## src/rtl/mac_seq_ctrl.sv

```systemverilog
// Dot-product sequencer: walks N operand pairs from two synchronous RAMs through one shared mac.
// Optional watchdog on the mac handshake is enabled by defining MAC_SEQ_CTRL_TIMEOUT_EN.
module mac_seq_ctrl #(
  parameter int DATA_WIDTH = 32,
  parameter int ADDR_WIDTH = 8
`ifdef MAC_SEQ_CTRL_TIMEOUT_EN
  ,
  parameter int TIMEOUT = 255
`endif
) (
  input  logic                  clk,
  input  logic                  rst,
  input  logic                  start,
  input  logic [ADDR_WIDTH:0]   num_terms,
  output logic                  busy,
  output logic                  done,
  output logic [DATA_WIDTH-1:0] result,
  output logic                  mem_rd_en,
  output logic [ADDR_WIDTH-1:0] w_addr,
  output logic [ADDR_WIDTH-1:0] x_addr,
  input  logic [DATA_WIDTH-1:0] w_data,
  input  logic [DATA_WIDTH-1:0] x_data,
  output logic                  mac_clr,
  output logic [DATA_WIDTH-1:0] mac_a,
  output logic [DATA_WIDTH-1:0] mac_b,
  output logic                  mac_start,
  input  logic [DATA_WIDTH-1:0] mac_dout,
  input  logic                  mac_busy
`ifdef MAC_SEQ_CTRL_TIMEOUT_EN
  ,
  output logic                  err
`endif
);

  typedef enum logic [2:0] {
    S_IDLE    = 3'd0,
    S_CLEAR   = 3'd1,
    S_FETCH   = 3'd2,
    S_LOAD    = 3'd3,
    S_ISSUE   = 3'd4,
    S_WAIT_HI = 3'd5,
    S_WAIT_LO = 3'd6,
    S_DONE    = 3'd7
  } state_t;

  localparam logic [ADDR_WIDTH:0] N_MAX = {1'b1, {ADDR_WIDTH{1'b0}}};

  state_t                state_q, state_d;
  logic [ADDR_WIDTH:0]   n_q, n_d;
  logic [ADDR_WIDTH-1:0] idx_q, idx_d;
  logic [ADDR_WIDTH-1:0] addr_q, addr_d;
  logic [DATA_WIDTH-1:0] result_q, result_d;
  logic [DATA_WIDTH-1:0] mac_a_q, mac_a_d;
  logic [DATA_WIDTH-1:0] mac_b_q, mac_b_d;
  logic                  busy_q, busy_d;
  logic                  done_q, done_d;
  logic                  mem_rd_en_q, mem_rd_en_d;
  logic                  mac_clr_q, mac_clr_d;
  logic                  mac_start_q, mac_start_d;
  logic                  last_s;
  logic                  tmo_hit_s;
`ifdef MAC_SEQ_CTRL_TIMEOUT_EN
  logic [31:0]           tmo_q, tmo_d;
  logic                  err_q, err_d;

  assign tmo_hit_s = (tmo_q == 32'(TIMEOUT));
`else
  assign tmo_hit_s = 1'b0;
`endif

  assign last_s = ({1'b0, idx_q} == (n_q - (ADDR_WIDTH+1)'(1)));

  // Next-state, datapath and registered-output decode
  always_comb begin
    state_d  = state_q;
    n_d      = n_q;
    idx_d    = idx_q;
    result_d = result_q;
    mac_a_d  = mac_a_q;
    mac_b_d  = mac_b_q;
`ifdef MAC_SEQ_CTRL_TIMEOUT_EN
    err_d    = err_q;
`endif
    case (state_q)
      S_IDLE: begin
        if (start) begin
`ifdef MAC_SEQ_CTRL_TIMEOUT_EN
          err_d = 1'b0;
`endif
          if (num_terms == {(ADDR_WIDTH+1){1'b0}}) begin
            result_d = {DATA_WIDTH{1'b0}};
            state_d  = S_DONE;
          end else begin
            n_d     = (num_terms > N_MAX) ? N_MAX : num_terms;
            idx_d   = {ADDR_WIDTH{1'b0}};
            state_d = S_CLEAR;
          end
        end else begin
          state_d = S_IDLE;
        end
      end
      S_CLEAR: state_d = S_FETCH;
      S_FETCH: state_d = S_LOAD;
      S_LOAD: begin
        mac_a_d = w_data;
        mac_b_d = x_data;
        state_d = S_ISSUE;
      end
      S_ISSUE: state_d = S_WAIT_HI;
      S_WAIT_HI: begin
        if (mac_busy) begin
          state_d = S_WAIT_LO;
        end else if (tmo_hit_s) begin
          state_d = S_DONE;
`ifdef MAC_SEQ_CTRL_TIMEOUT_EN
          err_d   = 1'b1;
`endif
        end else begin
          state_d = S_WAIT_HI;
        end
      end
      S_WAIT_LO: begin
        if (!mac_busy) begin
          if (last_s) begin
            result_d = mac_dout;
            state_d  = S_DONE;
          end else begin
            idx_d   = idx_q + ADDR_WIDTH'(1);
            state_d = S_FETCH;
          end
        end else if (tmo_hit_s) begin
          state_d = S_DONE;
`ifdef MAC_SEQ_CTRL_TIMEOUT_EN
          err_d   = 1'b1;
`endif
        end else begin
          state_d = S_WAIT_LO;
        end
      end
      S_DONE:  state_d = S_IDLE;
      default: state_d = S_IDLE;
    endcase

`ifdef MAC_SEQ_CTRL_TIMEOUT_EN
    // Counter restarts on every state change so each wait phase gets its own budget
    if ((state_d != state_q) || ((state_q != S_WAIT_HI) && (state_q != S_WAIT_LO))) begin
      tmo_d = 32'd0;
    end else begin
      tmo_d = tmo_q + 32'd1;
    end
`endif

    busy_d      = (state_d != S_IDLE);
    done_d      = (state_d == S_DONE);
    mem_rd_en_d = (state_d == S_FETCH);
    mac_clr_d   = (state_d == S_CLEAR);
    mac_start_d = (state_d == S_ISSUE);
    addr_d      = (state_d == S_FETCH) ? idx_d : addr_q;
  end

  // FSM state, job context and registered outputs
  always_ff @(posedge clk) begin
    if (rst) begin
      state_q     <= S_IDLE;
      n_q         <= {(ADDR_WIDTH+1){1'b0}};
      idx_q       <= {ADDR_WIDTH{1'b0}};
      addr_q      <= {ADDR_WIDTH{1'b0}};
      result_q    <= {DATA_WIDTH{1'b0}};
      mac_a_q     <= {DATA_WIDTH{1'b0}};
      mac_b_q     <= {DATA_WIDTH{1'b0}};
      busy_q      <= 1'b0;
      done_q      <= 1'b0;
      mem_rd_en_q <= 1'b0;
      mac_clr_q   <= 1'b0;
      mac_start_q <= 1'b0;
`ifdef MAC_SEQ_CTRL_TIMEOUT_EN
      tmo_q       <= 32'd0;
      err_q       <= 1'b0;
`endif
    end else begin
      state_q     <= state_d;
      n_q         <= n_d;
      idx_q       <= idx_d;
      addr_q      <= addr_d;
      result_q    <= result_d;
      mac_a_q     <= mac_a_d;
      mac_b_q     <= mac_b_d;
      busy_q      <= busy_d;
      done_q      <= done_d;
      mem_rd_en_q <= mem_rd_en_d;
      mac_clr_q   <= mac_clr_d;
      mac_start_q <= mac_start_d;
`ifdef MAC_SEQ_CTRL_TIMEOUT_EN
      tmo_q       <= tmo_d;
      err_q       <= err_d;
`endif
    end
  end

  assign busy      = busy_q;
  assign done      = done_q;
  assign result    = result_q;
  assign mem_rd_en = mem_rd_en_q;
  assign w_addr    = addr_q;
  assign x_addr    = addr_q;
  assign mac_clr   = mac_clr_q;
  assign mac_a     = mac_a_q;
  assign mac_b     = mac_b_q;
  assign mac_start = mac_start_q;
`ifdef MAC_SEQ_CTRL_TIMEOUT_EN
  assign err       = err_q;
`endif

endmodule

```

## config.mk

```make
export PLATFORM = sky130hd
export DESIGN_NAME = mac_seq_ctrl
export DESIGN_NICKNAME = d
export VERILOG_FILES = /design/src/rtl/mac_seq_ctrl.sv
export SDC_FILE = /design/constraint.sdc
export NUM_CORES = 1
export LEC_CHECK = 0
export ABC_AREA = 1
export BUFFER_PORTS_ARGS = -buffer_cell sky130_fd_sc_hd__buf_2
export CAP_MARGIN = 20
export CORE_MARGIN = 5
export CORE_UTILIZATION = 40
export DETAILED_ROUTE_END_ITERATION = 16
export GPL_ROUTABILITY_DRIVEN = 0
export PLACE_DENSITY_LB_ADDON = 0.15
export SYNTH_ARGS = -nofsm -noshare
export SYNTH_HDL_FRONTEND = slang
export SYNTH_SLANG_ARGS = --single-unit
```

## constraint.sdc

```tcl
create_clock -name clk -period 2.3 [get_ports clk]
set_input_delay 0.23 -clock clk [delete_from_list [all_inputs] [get_ports clk]]
set_output_delay 0.23 -clock clk [all_outputs]
set_load 0.01 [all_outputs]
```

==> impl_metrics.json, run 1 <==
{
  "tightest_slew_ps": 660.5,
  "min-delay-path-class": "primary input to flip-flop",
  "tritoncts_clock_tree": "yes",
  "proportion_of_synthesized_chip_area_in_sequential_cells_pct": 48.39,
  "final-hold-violation-count": 0,
  "area_of_the_mapped_netlist_sq_um": 5336,
  "antenna_cells": 0,
  "reg2regPathDepth": 15,
  "drc": 0,
  "wl_per_cell_um": 13.52,
  "worst_setup_path_start_kind": "flip-flop",
  "setup_ws_ps": 206.6,
  "cp_data_arrival_time_ps": 2400,
  "full_die_area_sq_um": 15750,
  "yosysTopAreaCellShare_pct": 48.39,
  "worst_setup_path_startpoint": "n_q[0]",
  "synth_area_leaders": "sky130_fd_sc_hd__dfxtp_1 (48%), sky130_fd_sc_hd__nor2_1 (12%), sky130_fd_sc_hd__nand2_1 (7.9%), sky130_fd_sc_hd__o21ai_0 (6.4%), sky130_fd_sc_hd__nand3_1 (5.3%)",
  "total_of_warnings_raised_by_yosys": 0,
  "drt-pass1-iter-count": 5,
  "drive_gt1_share_pct": 31.37,
  "seq_power_share_pct": 39.5,
  "vdd_ir_drop_max_uv": 520.8,
  "critPathCaptureType": "flip-flop",
  "cap_viol_max_count": 0,
  "detail-route-antenna-nets": 0,
  "clock_sinks": 129,
  "fin_crit_sh_pct": 91.02,
  "grt_pass1_wl_um": 24290,
  "slew_headroom_pct": 55.97,
  "synth.distinct_cells": 33,
  "vias_per_cell": 4.678,
  "syn_area_per_cell_sq_um": 7.290,
  "p_leak_nw": 3.654,
  "vias": 5281,
  "area_growth_syn_to_layout_pct": 36.08,
  "regToRegEndpoint": "w_addr[4]",
  "antenna_found_initial": 0,
  "first_global_vias": 4963,
  "net-switching-power_mw": 1.607,
  "nNetsFinal": 1052,
  "largest_net_degree_at_the_start_of_global_routing": 66,
  "category_of_the_most_critical_setup_path": "flip-flop to flip-flop",
  "cts.path.max_buffers": 2,
  "run_status": "finished, final reports clean",
  "critical_path.reg2reg.startpoint": "n_q[0]",
  "timing.critical_path.fanout_max": 8,
  "placementRows": 42,
  "final-setup-viol-count": 0,
  "sw_frac_of_total_pct": 25.92,
  "first_iter_violations": 314,
  "synth_top_cell_by_area": "sky130_fd_sc_hd__dfxtp_1",
  "wl_um": 15270,
  "floorplan.core_area_sq_um": 13140,
  "grt.total_usage_pct": 18.69,
  "crit_required_ps": 2600,
  "port_buffers": 225,
  "post-route-min-period_ps": 2093,
  "report.power.total_mw": 6.202,
  "synth-seq-cells": 129,
  "clock_insertion_delay_worst_skew_ps": 410,
  "critical_path_capture_point": "w_addr[4]",
  "most_common_cell_after_layout_fill_and_taps_aside": "sky130_fd_sc_hd__buf_2",
  "clock-root-buffer": "sky130_fd_sc_hd__clkbuf_16",
  "skew_ps": 5.053,
  "die_height_um": 125.5,
  "initial_utilization_pct": 40.62,
  "setup_ws_pre_cts_ps": 119.3,
  "cellPowerDensity_nw_per_um2": 854.0,
  "final_cell_mix": "sky130_fd_sc_hd__buf_2 (225), sky130_fd_sc_hd__nor2_1 (172), sky130_fd_sc_hd__dfxtp_1 (128), sky130_fd_sc_hd__nand2_1 (111), sky130_fd_sc_hd__o21ai_0 (68)",
  "syn-num-nets": 843,
  "ios": 226,
  "max_clock_freq_ghz": 0.4777,
  "timing.reg2reg.setup_slack_ps": 210,
  "maxSlewViolCount": 0,
  "power.share.combinational_pct": 14.3,
  "cts_made_buffers": 17,
  "power_report.internal_total_mw": 4.594,
  "cts_htree_levels": 4,
  "clock_power_share_pct": 46.2,
  "clkSlewWorstSetupHoldPaths_ps": 60,
  "place.detailed.hpwl_um": 10580,
  "floorplan.die.width_um": 125.5,
  "gr-total-overflow": 0,
  "syn-instance-count": 732
}
[synthesized netlist by cell type]
library cell,number
sky130_fd_sc_hd__nand2_2,5
sky130_fd_sc_hd__nor2_4,2
sky130_fd_sc_hd__a211oi_1,7
sky130_fd_sc_hd__dfxtp_1,129
sky130_fd_sc_hd__inv_1,43
sky130_fd_sc_hd__nor2_2,6
sky130_fd_sc_hd__inv_2,1
sky130_fd_sc_hd__nand3_2,1
sky130_fd_sc_hd__a21oi_1,44
sky130_fd_sc_hd__nand4_1,8
sky130_fd_sc_hd__nor2_1,173
sky130_fd_sc_hd__clkinv_1,1
sky130_fd_sc_hd__nand3_1,56
sky130_fd_sc_hd__ha_1,2
sky130_fd_sc_hd__nand4_2,2
sky130_fd_sc_hd__o21ai_2,1
sky130_fd_sc_hd__o21bai_1,8
sky130_fd_sc_hd__o21ai_1,1
sky130_fd_sc_hd__buf_4,9
sky130_fd_sc_hd__o21ai_0,68
sky130_fd_sc_hd__buf_6,4
sky130_fd_sc_hd__clkbuf_1,32
sky130_fd_sc_hd__buf_1,2
sky130_fd_sc_hd__buf_2,1
sky130_fd_sc_hd__a31oi_1,1
sky130_fd_sc_hd__nand2_4,2
sky130_fd_sc_hd__nor4_1,1
sky130_fd_sc_hd__nor3_1,2
sky130_fd_sc_hd__o22ai_1,1
sky130_fd_sc_hd__nand2_1,113
sky130_fd_sc_hd__clkinv_2,1
sky130_fd_sc_hd__nand3b_1,2
sky130_fd_sc_hd__xor2_1,3
[worst min-delay path by stage]
| stage | from | to | cells past startpoint |
|---|---|---|---|
| 6_report | x_data[27] | mac_b[27] | 3 |
| 4_1_cts | x_data[16] | mac_b[16] | 3 |
| 3_5_place_dp | result[7] | result[7] | 2 |
| 3_3_place_gp | result[7] | result[7] | 2 |
| 2_1_floorplan | w_data[12] | mac_a[12] | 2 |
| 5_1_grt | w_data[22] | mac_a[22] | 3 |
[area by class of cell]
cell class                 count  area [sq um]
fill                        1294          5876
sequential                   129          2584
multi-input combinational    509          2399
timing repair buffer         238          1252
clock buffer                  19         452.9
tap                          176         220.2
clock inverter                12         180.2
inverter                      46         173.9
[repair_timing]
item                                    CTS  global route
endpoints found under the setup margin    0            43
hold buffers                              0             0
endpoints found under the hold margin     0             0
gates resized for setup                   0            14
buffers inserted                          0             2
[cell families (layout without fill, tap and decap cells)]
family	Yosys count	count (layout)	synth area share (%)
adder cells (fa/ha/maj)	2	2	0.4689
buffers and inverters	94	315	7.854
AO/OA/AOI/OAI	131	131	13.11
XOR/XNOR	3	3	0.4925
flip-flops	129	129	48.39
AND/OR/NAND/NOR	373	373	29.68
[power by group through the flow]
stage | Combinational [mW] | Clock [mW] | Sequential (mW)
after floorplan | 0.506 | 0 | 2.54
after detailed placement | 0.866 | 0 | 2.49
after global routing | 0.997 | 3.03 | 2.47
after CTS | 0.868 | 2.93 | 2.45
final | 0.888 | 2.87 | 2.45
after global placement | 0.863 | 0 | 2.49
[stage by stage]
step	TNS, ps	util (%)	std cells	hold WS [ps]	cell area (sq um)
after floorplan	0	-	732	364.9	5336
after global placement	0	49.88	1096	450.2	6553
after detailed placement	0	49.88	1096	454.3	6553
after CTS	0	54.70	1127	15.36	7186
after global routing	-17.61	55.28	1129	26.60	7262
final	0	55.28	1129	38.04	7262
[registers in the layout, summed over array words and instances (netlist names)]
name and flops:
busy 1, done 1, idx_q 8, mac_a 32, mac_b 32, mac_clr 1
mac_start 1, mem_rd_en 1, n_q 9, result 32, state_q 3, w_addr 8
[worst max-delay path, cell delays in order, from the launching register on]
cell and delay (ps):
sky130_fd_sc_hd__dfxtp_1 340, sky130_fd_sc_hd__inv_2 60, sky130_fd_sc_hd__ha_4 260, sky130_fd_sc_hd__xor2_1 140, sky130_fd_sc_hd__nand2_1 70, sky130_fd_sc_hd__nor2_1 90
sky130_fd_sc_hd__nand2_1 90, sky130_fd_sc_hd__nor2_4 190, sky130_fd_sc_hd__nand3_4 150, sky130_fd_sc_hd__nand2_4 110, sky130_fd_sc_hd__nand2_2 60, sky130_fd_sc_hd__nand4_4 100
sky130_fd_sc_hd__buf_6 140, sky130_fd_sc_hd__o21bai_1 80, sky130_fd_sc_hd__nand2_1 60, sky130_fd_sc_hd__nor2_1 60
[routing by layer]
| metal | up-vias | routed length [um] | GRT usage, % | share of wire (%) |
|---|---|---|---|---|
| li1 | 2772 | - | - | - |
| met1 | 2316 | 6487 | 22.95 | 42 |
| met2 | 173 | 7031 | 28.54 | 46 |
| met3 | 20 | 1476 | 8.998 | 9.7 |
| met4 | 0 | 273 | 6.824 | 1.8 |
| met5 | - | 0 | 0 | 0 |
(Power assumes the default switching activity.)
==> run 2: changes to the inputs <==
- PLACE_DENSITY_LB_ADDON: 0.15 -> 0.3
==> run 2 against run 1 <==
Effect of this change:
- flip-flop and latch count did not move
- largest cell class unchanged
- sequential share of layout area is 0.18 points lower
- clock power is essentially flat
- register-to-register slack got worse by 20 ps
- critical path depth shrank 2
- utilization is 0.31 points higher
- critical path type unchanged
==> impl_metrics.json, run 2 (synthesized netlist as in run 1, its figures left out) <==
{
  "clkSlewWorstSetupHoldPaths_ps": 60,
  "first_global_vias": 4978,
  "run_status": "finished, final reports clean",
  "cts.path.max_buffers": 2,
  "clock_sinks": 129,
  "wl_per_cell_um": 13.19,
  "seq_power_share_pct": 39.3,
  "full_die_area_sq_um": 15750,
  "wl_um": 14910,
  "floorplan.die.width_um": 125.5,
  "most_common_cell_after_layout_fill_and_taps_aside": "sky130_fd_sc_hd__buf_2",
  "cts_made_buffers": 17,
  "placed_cells_incl_taps": 1095,
  "grt_pass1_wl_um": 23960,
  "vias": 5333,
  "first_iter_violations": 336,
  "area_growth_syn_to_layout_pct": 36.86,
  "grt.total_usage_pct": 18.21,
  "worst_setup_path_start_kind": "flip-flop",
  "floorplan.core_area_sq_um": 13140,
  "ios": 226,
  "die_height_um": 125.5,
  "post-route-min-period_ps": 2113,
  "final-setup-viol-count": 0,
  "skew_ps": 7.946,
  "cts-hold-fix-buffers": 0,
  "min-delay-path-class": "primary input to flip-flop",
  "tightest_slew_ps": 633.5,
  "nNetsFinal": 1053,
  "hp-start": "x_data[31]",
  "clock_power_share_pct": 46.4,
  "largest_net_degree_at_the_start_of_global_routing": 74,
  "place.detailed.hpwl_um": 10070,
  "fin_cells": 1130,
  "antenna_found_initial": 0,
  "post-route-util_pct": 55.59,
  "net-switching-power_mw": 1.574,
  "detail-route-antenna-nets": 0,
  "minimum_hold_slack_ps": 37.69,
  "slew_headroom_pct": 57.76,
  "placementRows": 42,
  "category_of_the_most_critical_setup_path": "flip-flop to flip-flop",
  "drc": 0,
  "cp_data_arrival_time_ps": 2380,
  "initial_utilization_pct": 40.62,
  "gr-total-overflow": 0,
  "sw_frac_of_total_pct": 25.24,
  "p_leak_nw": 3.681,
  "power.share.combinational_pct": 14.4,
  "final_cell_mix": "sky130_fd_sc_hd__buf_2 (225), sky130_fd_sc_hd__nor2_1 (172), sky130_fd_sc_hd__dfxtp_1 (127), sky130_fd_sc_hd__nand2_1 (112), sky130_fd_sc_hd__o21ai_0 (68)",
  "final-hold-violation-count": 0,
  "cellPowerDensity_nw_per_um2": 853.8,
  "drive_gt1_share_pct": 31.13,
  "port_buffers": 225,
  "clock_insertion_delay_worst_skew_ps": 410,
  "critical_path.reg2reg.startpoint": "n_q[1]",
  "fin_crit_sh_pct": 91.85,
  "vdd_ir_drop_max_uv": 462.8,
  "cts_htree_levels": 4,
  "n_fill_cell": 1269,
  "maxSlewViolCount": 0,
  "drt-pass1-iter-count": 5,
  "critPathCaptureType": "flip-flop",
  "antenna_cells": 0,
  "tritoncts_clock_tree": "yes",
  "vias_per_cell": 4.719,
  "max_clock_freq_ghz": 0.4733,
  "report.power.total_mw": 6.236,
  "timing.critical_path.fanout_max": 32,
  "worst_setup_path_startpoint": "n_q[1]",
  "crit_required_ps": 2570,
  "power_report.internal_total_mw": 4.662,
  "clock-root-buffer": "sky130_fd_sc_hd__clkbuf_16",
  "cap_viol_max_count": 0
}
-- run 2: cell count changes in the layout (fill, tap and decap cells not counted), sizes merged --
cell and delta:
clkinv -2, clkinvlp -1, clkbuf +4
-- run 2: power by group through the flow --
stage / combinational (mW) / sequential, mW / clock (mW)
floorplan: 0.506 / 2.54 / 0
global placement: 0.866 / 2.49 / 0
detailed placement: 0.869 / 2.49 / 0
CTS: 0.871 / 2.45 / 2.95
global route: 1.01 / 2.47 / 3.05
finish: 0.896 / 2.45 / 2.89
-- run 2: timing repair --
action | 4_1_cts | 5_1_grt
setup buffers | 0 | 3
setup endpoints to repair | 0 | 43
gates resized for setup | 0 | 19
hold endpoints to repair | 0 | 0
-- run 2: final timing paths --
path	end	slack, ps	cells after the start
worst max register to register	result[21]	190	13
worst min register to register	result[2]	460	2
worst max-delay path	result[21]	190	13
worst min-delay path	mac_b[31]	40	3
-- run 2: critical path, stage by stage (launching register included) --
cell and delay [ps]:
sky130_fd_sc_hd__dfxtp_2 340, sky130_fd_sc_hd__inv_1 50, sky130_fd_sc_hd__ha_2 310, sky130_fd_sc_hd__xor2_1 130, sky130_fd_sc_hd__nand2_1 60, sky130_fd_sc_hd__nor2_1 100, sky130_fd_sc_hd__nand2_1 90, sky130_fd_sc_hd__nor2_4 190
sky130_fd_sc_hd__nand4_4 110, sky130_fd_sc_hd__o21ai_2 100, sky130_fd_sc_hd__nand2_4 130, sky130_fd_sc_hd__buf_12 190, sky130_fd_sc_hd__nand2_1 80, sky130_fd_sc_hd__a21oi_1 60
-- run 2: cell type report --
type / instances / area (sq um) / area share [%]
timing repair buffer: 238 / 1274 / 17.44
clock buffer: 23 / 488.0 / 6.682
timing repair inverter: 1 / 8.758 / 0.1199
clock inverter: 8 / 150.1 / 2.056
multi-input combinational: 509 / 2392 / 32.76
inverter: 46 / 185.2 / 2.536
tap: 176 / 220.2 / 3.015
sequential: 129 / 2585 / 35.39
-- run 2: routing by layer --
layer / vias to the layer above / track usage, % / part of all wire, % / wire, um
li1: 2778 / - / - / -
met1: 2345 / 22.81 / 43 / 6402
met2: 190 / 27.44 / 45 / 6772
met3: 20 / 8.913 / 10 / 1497
met4: 0 / 6.059 / 1.6 / 234
met5: - / 0 / 0 / 0
-- run 2: metrics by stage --
step,instance area (sq um),TNS (ps),setup slack [ps]
2_1_floorplan,5336,0,338.3
4_1_cts,7183,0,73.40
5_1_grt,7303,-7.310,-7.310
3_5_place_dp,6545,0,115.0
3_3_place_gp,6545,0,144.3
6_report,7303,0,187.4
